## src/rtl/fetch_unit.sv

```systemverilog
// Instruction fetch: owns the PC, issues credit-limited imem requests, buffers responses for decode.
// Redirects flush the buffer and drain stale responses; optional FETCH_MISALIGN_EN traps misaligned targets.
module fetch_unit #(
  parameter logic [31:0] RESET_PC   = 32'h0000_0000,
  parameter int          PC_STEP    = 4,
  parameter int          FIFO_DEPTH = 2
) (
  input  logic        clk,
  input  logic        reset,
  output logic        imem_req_valid,
  input  logic        imem_req_ready,
  output logic [31:0] imem_req_addr,
  input  logic        imem_rsp_valid,
  input  logic [31:0] imem_rsp_data,
  input  logic        redirect_valid,
  input  logic [31:0] redirect_pc,
  output logic        dec_valid,
  input  logic        dec_ready,
  output logic [31:0] dec_instr,
  output logic [31:0] dec_pc,
  output logic        fetch_misalign
);

  localparam int AW = $clog2(FIFO_DEPTH);
  localparam int CW = AW + 1;

  typedef enum logic {RUN, DRAIN} state_t;

  state_t          state;
  logic [31:0]     pc;
  logic [CW-1:0]   in_flight;
  logic [CW-1:0]   drop;
  logic [CW-1:0]   fifo_count;
  logic [AW-1:0]   fl_wr, fl_rd;
  logic [AW-1:0]   fq_wr, fq_rd;
  logic [31:0]     fl_pc    [FIFO_DEPTH];
  logic [31:0]     fq_instr [FIFO_DEPTH];
  logic [31:0]     fq_pc    [FIFO_DEPTH];

  logic [CW:0]     occupancy;
  logic [CW-1:0]   next_drop;
  logic            credit_ok;
  logic            req_fire;
  logic            rsp_take;
  logic            push;
  logic            pop;
  logic [31:0]     target_pc;
  logic            fetch_block;

`ifdef FETCH_MISALIGN_EN
  logic misalign;

  assign target_pc      = redirect_pc;
  assign fetch_block    = misalign;
  assign fetch_misalign = misalign;

  // Sticky until the next aligned redirect.
  always_ff @(posedge clk or posedge reset) begin
    if (reset) begin
      misalign <= 1'b0;
    end else if (redirect_valid) begin
      misalign <= (redirect_pc[1:0] != 2'b00);
    end
  end
`else
  assign target_pc      = redirect_pc & ~32'h3;
  assign fetch_block    = 1'b0;
  assign fetch_misalign = 1'b0;
`endif

  assign occupancy = {1'b0, in_flight} + {1'b0, fifo_count};
  assign credit_ok = occupancy < (CW+1)'(FIFO_DEPTH);

  assign imem_req_valid = !reset && (state == RUN) && !redirect_valid && !fetch_block && credit_ok;
  assign imem_req_addr  = pc;
  assign req_fire       = imem_req_valid && imem_req_ready;

  // A response arriving alongside a redirect is stale as well.
  assign rsp_take  = imem_rsp_valid && (in_flight != '0);
  assign next_drop = in_flight - CW'(rsp_take);
  assign push      = rsp_take && !redirect_valid && (drop == '0);

  assign dec_valid = (fifo_count != '0);
  assign pop       = dec_valid && dec_ready && !redirect_valid;
  assign dec_instr = dec_valid ? fq_instr[fq_rd] : '0;
  assign dec_pc    = dec_valid ? fq_pc[fq_rd]    : '0;

  always_ff @(posedge clk or posedge reset) begin
    if (reset) begin
      state      <= RUN;
      pc         <= RESET_PC;
      in_flight  <= '0;
      drop       <= '0;
      fifo_count <= '0;
      fl_wr      <= '0;
      fl_rd      <= '0;
      fq_wr      <= '0;
      fq_rd      <= '0;
    end else begin
      in_flight <= in_flight + CW'(req_fire) - CW'(rsp_take);
      if (req_fire) fl_wr <= fl_wr + AW'(1);
      if (rsp_take) fl_rd <= fl_rd + AW'(1);

      if (redirect_valid) begin
        pc         <= target_pc;
        drop       <= next_drop;
        state      <= (next_drop != '0) ? DRAIN : RUN;
        fifo_count <= '0;
        fq_rd      <= fq_wr;
      end else begin
        if (req_fire) pc <= pc + 32'(PC_STEP);
        if (rsp_take && (drop != '0)) begin
          drop <= drop - CW'(1);
          if (drop == CW'(1)) state <= RUN;
        end
        fifo_count <= fifo_count + CW'(push) - CW'(pop);
        if (push) fq_wr <= fq_wr + AW'(1);
        if (pop)  fq_rd <= fq_rd + AW'(1);
      end
    end
  end

  // Storage arrays carry no reset; validity is tracked by the counters above.
  always_ff @(posedge clk) begin
    if (req_fire) fl_pc[fl_wr] <= pc;
    if (push) begin
      fq_instr[fq_wr] <= imem_rsp_data;
      fq_pc[fq_wr]    <= fl_pc[fl_rd];
    end
  end

endmodule
```

## config.mk

```make
export PLATFORM = sky130hd
export DESIGN_NAME = fetch_unit
export DESIGN_NICKNAME = d
export VERILOG_FILES = /design/src/rtl/fetch_unit.sv
export SDC_FILE = /design/constraint.sdc
export NUM_CORES = 1
export LEC_CHECK = 0
export CORE_MARGIN = 5
export CORE_UTILIZATION = 25
export DETAILED_ROUTE_END_ITERATION = 12
export HOLD_SLACK_MARGIN = 0.02
export PLACE_DENSITY_LB_ADDON = 0.12
export RECOVER_POWER = 100
export SLEW_MARGIN = 10
export SYNTH_ARGS = -nofsm -noshare
export SYNTH_HDL_FRONTEND = slang
export SYNTH_SLANG_ARGS = --single-unit
```

## constraint.sdc

```tcl
create_clock -name clk -period 10.5 [get_ports clk]
set_input_delay 1.575 -clock clk [delete_from_list [all_inputs] [get_ports clk]]
set_output_delay 1.575 -clock clk [all_outputs]
set_load 0.1 [all_outputs]
```

==> reports/metrics.cfg <==
[global_route]
met3_usage = 0.0254
grt_max_degree = 63
met2_usage = 0.189
grt_pass1_wl_mm = 36.0
first_global_vias = 6065
track_usage = 0.112
grt_use_met1 = 0.145
grt-busiest-layer = met2
antenna_found_initial = 0
grt_remaining_overflow = 0

[die]
die_w_um = 203
die_h_um = 203
dieArea_um2 = 41200
start_util = 0.254
core_area_um2 = 36700
core.rowCount = 70
io_pins = 169

[layout]
drive_above_1_share = 0.0699
final_util = 0.334
diodes = 0
multi_input_area_um2 = 2570
fin_nets = 889
design_area_um2 = 12200
nFillCells = 3616
final-seq-area_um2 = 6560
area_delta_synth_final_pct = 31.5

[drt]
dr_total_vias = 5830
drc = 0
wl_per_cell_um = 18.5
first_iter_violations = 261
drt_wl_total_mm = 24.0
ant_nets = 0
dr.pass1.iters = 4
vias_per_cell = 4.49

[timing]
final-max-slew-violation-count = 275
worst_pin_slew_ns = 4.12
clock_skew_ns = 0.00820
final.period_utilization = 0.613
finalSetupViolCount = 0
fin_setup_tns_ns = 0
max_freq_mhz = 155
relSlewSlack = -1.74
finalHoldViolations = 0
min_period_ns = 6.44
worst_slack_ns = 4.06
rsz0062_at_grt = no

[setup_path]
r2r-end = fl_pc[0][19]$_DFFE_PP_
critPathMostFrequentCell = clkbuf_1
worst-path-max-fanout = 62
crit_chain = clkbuf_1 -> clkinv_1 -> nand3_1 -> nor2_4 -> clkbuf_1
path_delay_family = buffers and inverters
startpoint_type = input pin
startpoint = redirect_valid
critPathArrivalTime_ns = 6.10
reg2reg_from = fifo_count[0]$_DFF_PP0_
cpPeakStageDelay_ns = 1.51
worst-path-stages = 5
rrSetupSlack_ns = 5.49
cp_num_buf_inv = 3
cp-end-kind = register
cp.required_ns = 10.16
worstSetupPathType = input pin to register
r2r.worst_path.cells = 6
setup.worst_path.end = fq_instr[1][7]$_DFFE_PP_
critPathSlowestCell = clkbuf_1

[synth]
netlist_instances = 642
yosysMostFrequentCell = edfxtp_1
synth-async-reset-ratio = 0.182
synth.area.top_cells = edfxtp_1 59%, dfrtp_1 11%, mux2i_1 6.8%
synth_edf_count = 184
synthFlopType = edfxtp_1
ys_seq_area_frac = 0.704
yosys_warnings = 0
synth_top_cell_by_area = edfxtp_1
synth-seq-cells = 225
syn-mean-instance-area_um2 = 14.5
synth_top_area_frac = 0.593
yosys.cell_types.count = 46
netlist_area_um2 = 9310
synthTopCellsByCount = 184 x edfxtp_1, 87 x nor2_1, 63 x mux2i_1, 47 x nand2_1, 41 x dfrtp_1

[clock_network]
root_buffer = clkbuf_16
cts_tree = built
cts_setup_buffers = 0
postCtsHoldBufs = 0
htree_levels = 1
cts_made_buffers = 26
insertion_delay_ns = 0.52
clk_pin_slew_worst_paths_ns = 0.06
cts_resized = 0
cts.sinks = 225
cts_buffer_depth = 3

[run_status]
outcome = finished, violations left
violations = capacitance limit, slew limit

[power_and_ir_drop]
peakVddDrop_uv = 127
power_density_nw_per_um2 = 245
leakagePower_nw = 4.49

[place]
placed_cell_area_um2 = 11400
port_buffers = 161
post-dp-hpwl_mm = 15.7
dpl_worst_slack_ns = 5.24
gp_congestion = 0.736

[hold_path]
hp-class = register to register

[job]
drv_cap = 6

## how the worst min path moves through the flow
| stage | startpoint | slack (ns) | cells past startpoint | to |
|---|---|---|---|---|
| final | fl_wr$_DFFE_PP0P_ | 0.52 | 1 | fl_wr$_DFFE_PP0P_ |
| after global routing | fl_wr$_DFFE_PP0P_ | 0.53 | 1 | fl_wr$_DFFE_PP0P_ |
| after CTS | in_flight[0]$_DFF_PP0_ | 0.56 | 1 | in_flight[0]$_DFF_PP0_ |
| after detailed placement | in_flight[0]$_DFF_PP0_ | 0.55 | 1 | in_flight[0]$_DFF_PP0_ |
| after global placement | fl_wr$_DFFE_PP0P_ | 0.53 | 1 | fl_wr$_DFFE_PP0P_ |
| after floorplan | fl_wr$_DFFE_PP0P_ | 0.46 | 1 | fl_wr$_DFFE_PP0P_ |
## cell usage in the layout (no fill, tap or decap), drive strengths merged, types with 7 or more instances in the layout
cell	n
mux2	30
ha	8
dfrtp	41
nor3	9
o311ai	11
nand4	9
clkinv	13
o21ai	24
xnor2	7
inv	10
nand3	15
edfxtp	184
o211ai	7
mux2i	63
clkbuf	41
nor2	87
clkdlybuf4s50	32
nand2	47
dlygate4sd3	128
## routing by layer
metal | vias to the layer above | share of wire
met5 | - | 0
met4 | 0 | 0.023
met3 | 39 | 0.060
met2 | 191 | 0.48
met1 | 2868 | 0.44
li1 | 2732 | -
## stage by stage
step | hold slack [ns] | instances | total power [mW]
final | 0.524 | 1298 | 3.00
after global routing | 0.529 | 1298 | 3.15
after CTS | 0.563 | 1298 | 3.10
after detailed placement | 0.547 | 1250 | 2.19
after global placement | 0.528 | 1250 | 2.18
after floorplan | 0.460 | 646 | 1.92
## state kept, by name (all words and copies together), names as in the netlist
register and count:
fq_pc 60, state 1, fl_wr 1, fq_instr 64, drop 2, in_flight 2
imem_req_addr 30, fl_pc 60, fifo_count 2, fq_rd 1, fq_wr 1, fl_rd 1
## kinds of logic (layout without fill, tap and decap cells)
group / Yosys count / count (layout) / synth area share
AO/OA/AOI/OAI: 70 / 70 / 0.0523
XOR/XNOR: 10 / 10 / 0.00941
adder cells (fa/ha/maj): 9 / 9 / 0.0129
buffers and inverters: 46 / 230 / 0.0231
flip-flops: 225 / 225 / 0.704
multiplexers: 93 / 93 / 0.104
other: 1 / 5 / 0.000403
AND/OR/NAND/NOR: 188 / 188 / 0.0943
## area by class of cell
type | count | share of cell area
Clock buffer | 33 | 0.0570
Clock inverter | 15 | 0.0120
Inverter | 12 | 0.00368
Multi-Input combinational cell | 375 | 0.210
Sequential cell | 225 | 0.535
Tap cell | 468 | 0.0478
Timing Repair Buffer | 170 | 0.134
## where the power goes
| group | internal (mW) | switching [mW] | total (mW) |
|---|---|---|---|
| registers | 1.07 | 0.0972 | 1.17 |
| logic | 0.260 | 0.692 | 0.952 |
| clock network | 0.541 | 0.344 | 0.885 |
(Power assumes the default switching activity.)
